<file path="src/rtl/grad_conv_seq.sv">
// Sequential window/kernel correlator: one product pair per cycle into two accumulators, then saturated magnitudes.
// Optional macro GRAD_CONV_MAG_MAX_EN: in dual modes mag = max(mod1, mod2) instead of the saturated sum.
module grad_conv_seq #(
    parameter int DIM    = 5,
    parameter int DATA_W = 8,
    parameter int ACC_W  = 2*DATA_W+5
) (
    input  logic                       clk,
    input  logic                       rst,
    input  logic                       start,
    input  logic [1:0]                 seletor,
    input  logic [DIM*DIM*DATA_W-1:0]  matriz_a,
    input  logic [DIM*DIM*DATA_W-1:0]  matriz_b,
    output logic [3*DATA_W-1:0]        result,
    output logic                       busy,
    output logic                       done,
    output logic [1:0]                 dbg_state
);

    localparam int N     = DIM*DIM;
    localparam int IDX_W = $clog2(N);
    localparam int RC_W  = $clog2(DIM);
    localparam logic [ACC_W-1:0] SAT_MAX = {{(ACC_W-DATA_W){1'b0}}, {DATA_W{1'b1}}};

    typedef enum logic [1:0] {
        S_IDLE = 2'd0,
        S_RUN  = 2'd1,
        S_SUM  = 2'd2,
        S_DONE = 2'd3
    } state_t;

    state_t                      r_state;
    state_t                      w_next;
    logic [N*DATA_W-1:0]         r_a;
    logic [N*DATA_W-1:0]         r_b;
    logic [1:0]                  r_sel;
    logic signed [ACC_W-1:0]     r_acc1;
    logic signed [ACC_W-1:0]     r_acc2;
    logic [IDX_W-1:0]            r_k;
    logic [RC_W-1:0]             r_r;
    logic [RC_W-1:0]             r_c;
    logic [3*DATA_W-1:0]         r_result;
    logic                        r_done;

    logic                        w_last;
    logic [IDX_W-1:0]            w_idx_tr;
    logic [IDX_W-1:0]            w_idx_rot;
    logic [IDX_W-1:0]            w_k2_idx;
    logic signed [DATA_W-1:0]    w_a_el;
    logic signed [DATA_W-1:0]    w_b_el;
    logic signed [DATA_W-1:0]    w_k2_el;
    logic signed [2*DATA_W-1:0]  w_p1;
    logic signed [2*DATA_W-1:0]  w_p2;
    logic [ACC_W-1:0]            w_abs1;
    logic [ACC_W-1:0]            w_abs2;
    logic [DATA_W-1:0]           w_sat1;
    logic [DATA_W-1:0]           w_mod1;
    logic [DATA_W-1:0]           w_mod2;
    logic [DATA_W-1:0]           w_mag_dual;
    logic [DATA_W-1:0]           w_mag;

    // Handshake: start is a level held for the whole operation; done stays high while start
    // remains high and drops one edge after start falls. Dropping start before DONE aborts.
    always_ff @(posedge clk) begin
        if (rst) r_state <= S_IDLE;
        else     r_state <= w_next;
    end

    assign w_last = (r_k == IDX_W'(N-1));

    always_comb begin
        w_next = r_state;
        case (r_state)
            S_IDLE: if (start) w_next = S_RUN;
            S_RUN:  begin
                if (!start)      w_next = S_IDLE;
                else if (w_last) w_next = S_SUM;
            end
            S_SUM:  w_next = start ? S_DONE : S_IDLE;
            S_DONE: if (!start) w_next = S_IDLE;
            default: w_next = S_IDLE;
        endcase
    end

    // Second kernel element for (r,c): transpose reads b(c,r), rotation reads b(DIM-1-c, r).
    assign w_idx_tr  = IDX_W'(r_c) * IDX_W'(DIM) + IDX_W'(r_r);
    assign w_idx_rot = (IDX_W'(DIM-1) - IDX_W'(r_c)) * IDX_W'(DIM) + IDX_W'(r_r);
    assign w_k2_idx  = r_sel[1] ? (r_sel[0] ? w_idx_rot : w_idx_tr) : r_k;

    always_comb begin
        w_a_el  = '0;
        w_b_el  = '0;
        w_k2_el = '0;
        for (int i = 0; i < N; i++) begin
            if (r_k == IDX_W'(i)) begin
                w_a_el = r_a[i*DATA_W +: DATA_W];
                w_b_el = r_b[i*DATA_W +: DATA_W];
            end
            if (w_k2_idx == IDX_W'(i)) begin
                w_k2_el = r_b[i*DATA_W +: DATA_W];
            end
        end
    end

    assign w_p1 = w_a_el * w_b_el;
    assign w_p2 = w_a_el * w_k2_el;

    always_ff @(posedge clk) begin
        if (rst) begin
            r_a      <= '0;
            r_b      <= '0;
            r_sel    <= '0;
            r_acc1   <= '0;
            r_acc2   <= '0;
            r_k      <= '0;
            r_r      <= '0;
            r_c      <= '0;
            r_result <= '0;
            r_done   <= 1'b0;
        end else begin
            r_done <= (r_state == S_DONE) && start;
            case (r_state)
                S_IDLE: begin
                    if (start) begin
                        r_a    <= matriz_a;
                        r_b    <= matriz_b;
                        r_sel  <= seletor;
                        r_acc1 <= '0;
                        r_acc2 <= '0;
                        r_k    <= '0;
                        r_r    <= '0;
                        r_c    <= '0;
                    end
                end
                S_RUN: begin
                    if (start) begin
                        r_acc1 <= r_acc1 + {{(ACC_W-2*DATA_W){w_p1[2*DATA_W-1]}}, w_p1};
                        r_acc2 <= r_acc2 + {{(ACC_W-2*DATA_W){w_p2[2*DATA_W-1]}}, w_p2};
                        r_k    <= r_k + IDX_W'(1);
                        if (r_c == RC_W'(DIM-1)) begin
                            r_c <= '0;
                            r_r <= r_r + RC_W'(1);
                        end else begin
                            r_c <= r_c + RC_W'(1);
                        end
                    end
                end
                S_SUM: begin
                    if (start) r_result <= {w_mag, w_mod2, w_mod1};
                end
                default: ;
            endcase
        end
    end

    // Saturation happens only here; the accumulators are wide enough never to wrap.
    assign w_abs1 = r_acc1[ACC_W-1] ? -r_acc1 : r_acc1;
    assign w_abs2 = r_acc2[ACC_W-1] ? -r_acc2 : r_acc2;
    assign w_sat1 = (w_abs1 > SAT_MAX) ? {DATA_W{1'b1}} : w_abs1[DATA_W-1:0];
    assign w_mod2 = (w_abs2 > SAT_MAX) ? {DATA_W{1'b1}} : w_abs2[DATA_W-1:0];
    assign w_mod1 = (!r_sel[1] && r_acc1[ACC_W-1]) ? '0 : w_sat1;

`ifdef GRAD_CONV_MAG_MAX_EN
    assign w_mag_dual = (w_mod1 > w_mod2) ? w_mod1 : w_mod2;
`else
    logic [DATA_W:0] w_sum;
    assign w_sum      = {1'b0, w_mod1} + {1'b0, w_mod2};
    assign w_mag_dual = w_sum[DATA_W] ? {DATA_W{1'b1}} : w_sum[DATA_W-1:0];
`endif

    assign w_mag = r_sel[1] ? w_mag_dual : w_mod1;

    assign result    = r_result;
    assign done      = r_done;
    assign busy      = (r_state == S_RUN) || (r_state == S_SUM);
    assign dbg_state = r_state;

endmodule
</file>
<file path="config.mk">
export PLATFORM = sky130hd
export DESIGN_NAME = grad_conv_seq
export DESIGN_NICKNAME = d
export VERILOG_FILES = /design/src/rtl/grad_conv_seq.sv
export SDC_FILE = /design/constraint.sdc
export NUM_CORES = 2
export LEC_CHECK = 0
export ABC_AREA = 1
export ABC_CLOCK_PERIOD_IN_PS = 15500
export CORE_UTILIZATION = 61
export DETAILED_ROUTE_END_ITERATION = 8
export PLACE_DENSITY = 0.87
export SYNTH_ARGS = -nofsm -noshare
export SYNTH_HDL_FRONTEND = slang
export SYNTH_SLANG_ARGS = --single-unit
</file>
<file path="constraint.sdc">
create_clock -name clk -period 15.5 [get_ports clk]
set_input_delay 1.55 -clock clk [delete_from_list [all_inputs] [get_ports clk]]
set_output_delay 1.55 -clock clk [all_outputs]
set_load 0.1 [all_outputs]
</file>
==> results.py <==
metrics = {
    "run_status": {
        "status": "completed",
    },
    "routing": {
        "wl_met2_um": 44430,
        "drtIter0Drc": 3106,
        "wl_met3_um": 8575,
        "top_layer": "met4",
        "ant_nets": 0,
        "wirelength_um": 99490,
        "wl_per_cell_um": 17.07,
        "dr.pass1.iters": 8,
        "via_per_inst": 5.608,
        "wl_met1_um": 41740,
        "drc": 0,
        "vias": 32680,
    },
    "clocking": {
        "holdBufCountCts": 0,
        "h-tree-depth": 2,
        "clk_latency_ns": 0.63,
        "cts.repair.resized": 0,
        "clkSlewWorstSetupHoldPaths_ns": 0.06,
        "cts_setup_buffers": 0,
        "root_buffer": "clkbuf_16",
        "cts_tree": "done",
        "clock-sinks": 482,
        "clockBufferDepth": 3,
        "cts_made_buffers": 50,
    },
    "floorplanning": {
        "core_um2": 51510,
        "num_rows": 83,
        "dieArea_um2": 53230,
        "die_x_um": 230.7,
        "io_pins": 433,
        "die_y_um": 230.7,
        "start_util_pct": 61.95,
    },
    "placed_design": {
        "place_area_um2": 36300,
        "port_buffers": 432,
        "hpwl_um": 74140,
        "place_congestion": 0.9902,
    },
    "setup_path": {
        "slowest_delay_ns": 0.59,
        "r2r_setup_slack_ns": 4.78,
        "critical_path_required_ns": 15.94,
        "cp_common_cell": "nand2_1",
        "critPathKind": "reg -> reg",
        "cp-start-kind": "register",
        "crit_arrival_ns": 11.16,
        "r2r_cells": 60,
        "r2r-start": "r_c[0]",
        "path_max_fanout": 22,
        "startpoint": "r_c[0]",
        "crit_path_end": "r_acc2[20]",
        "crit_path_end_kind": "register",
        "crit_path_top_delay_cell": "fa_1",
        "r2r-end": "r_acc2[20]",
    },
    "global_routing": {
        "grt_use_total_pct": 36.95,
        "grt_pass1_wl_um": 158100,
        "grt_max_degree": 245,
        "grt_overflow": 0,
        "grt_pass1_vias": 30420,
        "antenna_found_initial": 3,
    },
    "sta": {
        "drv_slew": 0,
        "maxSlewHeadroom_pct": 31.50,
        "period_minus_slack_ns": 10.72,
        "rsz0062_at_grt": "false",
        "hold_viol": 0,
        "setup_tns_ns": 0,
        "finalSetupViolations": 0,
        "clock.fmax_ghz": 0.09329,
        "worst_slew_pin_slew_ns": 1.027,
        "layout_worst_path_cycle_share_pct": 69.16,
        "finClkSkew_ns": 0.03961,
    },
    "logic_synthesis": {
        "synth_common_cells": "921 x nand2_1, 854 x nor2_1, 588 x o21ai_0",
        "synth_edf_count": 0,
        "ys_seq_area_share_pct": 30.24,
        "ys_types": 60,
        "syn_area_um2": 31910,
        "yosysTopAreaCellShare_pct": 30.24,
        "synth.avg_cell_area_um2": 6.608,
        "ys.flop_type": "dfxtp_1",
        "synthArstFlopShare_pct": 0,
        "ys_ff_latch": 482,
        "synth_cells": 4829,
        "syn_nets": 5486,
        "synth_area_leaders": "dfxtp_1 30%, nand2_1 11%, nor2_1 10%, o21ai_0 9.2%, fa_1 7.3%",
        "yosysMostFrequentCell": "nand2_1",
        "ys_warn_count": 0,
        "synth_top_area_cell": "dfxtp_1",
    },
    "cells_and_area": {
        "utilization_pct": 73.95,
        "areaGrowthSynthToFinish_pct": 19.36,
        "fill_cells": 4273,
        "drive_above_1_share_pct": 5.539,
        "nets": 5762,
        "design_area_um2": 38090,
    },
    "power": {
        "ir_drop_mv": 0.09893,
        "p_leak_nw": 17.18,
        "powerDensity_nw_per_um2": 114.4,
    },
    "flow_run": {
        "cap_violations": 0,
    },
    "min_path": {
        "holdPathStages": 2,
        "holdCritPathClass": "reg -> reg",
    },
}
logic make-up (layout without fill, tap and decap cells):
family                   Yosys count  count (layout)  synth area share, %
XOR/XNOR                          65              65                1.784
AO/OA/AOI/OAI                    941             941                15.59
adder cells (fa/ha/maj)          252             252                12.63
AND/OR/NAND/NOR                 2250            2250                29.52
other                              0               3                    0
buffers and inverters            839            1155                10.24
flip-flops                       482             482                30.24
layout by cell type (no fill, tap or decap), types with 16 or more instances in the layout:
cell and n:
nand2_1 919, nor2_1 853, o21ai_0 588, inv_1 578
dfxtp_1 482, clkdlybuf4s50_1 431, nand3_1 257, a21oi_1 244
ha_1 135, fa_1 117, or2_2 72, clkbuf_16 51
xor2_1 42, nand4_1 34, inv_2 29, nor3_1 24
nand2_2 24, xnor2_1 23, a31oi_1 20, buf_4 16
cell type report:
cell class | count | area, µm² | area share, %
multi-input combinational | 3508 | 19010 | 49.90
antenna | 3 | 7.507 | 0.01971
clock buffer | 70 | 1458 | 3.827
tap | 680 | 850.8 | 2.234
sequential | 482 | 9649 | 25.33
timing repair buffer | 449 | 4459 | 11.71
clock inverter | 22 | 327.8 | 0.8606
inverter | 614 | 2330 | 6.116
sequential cells by signal (all words and copies together), names as in the netlist:
name	count
dbg_state	2
r_a	200
r_c	3
r_k	5
r_acc2	21
r_r	3
result	24
r_sel	2
r_acc1	21
done	1
r_b	200
worst min path at each step:
stage / slack (ns) / end / startpoint
6_report: 0.47 / result[18] / result[18]
5_1_grt: 0.49 / result[21] / result[21]
4_1_cts: 0.47 / result[18] / result[18]
3_5_place_dp: 0.46 / result[17] / result[17]
3_3_place_gp: 0.45 / result[18] / result[18]
2_1_floorplan: 0.44 / r_b[144] / r_b[144]
report_power, final:
| part | leakage (nW) | internal [mW] | switching [mW] |
|---|---|---|---|
| sequential | 3.98 | 1.35 | 0.0908 |
| combinational | 12.3 | 0.609 | 1.01 |
| clock | 0.873 | 0.764 | 0.541 |
per-stage QoR:
| step | instances | hold WS, ns | power, mW | setup WS (ns) |
|---|---|---|---|---|
| floorplan | 4829 | 0.4396 | 2.585 | 6.406 |
| global placement | 5733 | 0.4542 | 2.980 | 5.172 |
| detailed placement | 5733 | 0.4589 | 3.030 | 4.974 |
| CTS | 5825 | 0.4705 | 4.331 | 4.912 |
| global route | 5828 | 0.4867 | 4.623 | 4.062 |
| finish | 5828 | 0.4698 | 4.357 | 4.781 |
critical path: cells and delay by family (launching register included):
| family | cells | cell delay (ns) |
|---|---|---|
| fa+ha+maj | 10 | 4.00 |
| compound gates | 15 | 2.60 |
| simple gates | 25 | 2.29 |
| buf+inv | 8 | 0.70 |
| flops | 1 | 0.49 |
| xor+xnor | 2 | 0.45 |
layer usage:
layer	vias up	global-route usage, %
li1	15870	-
met1	14920	49.41
met2	1609	58.93
met3	287	5.410
met4	0	16.97
met5	-	0
No activity file was read; power rests on OpenSTA's default activity.
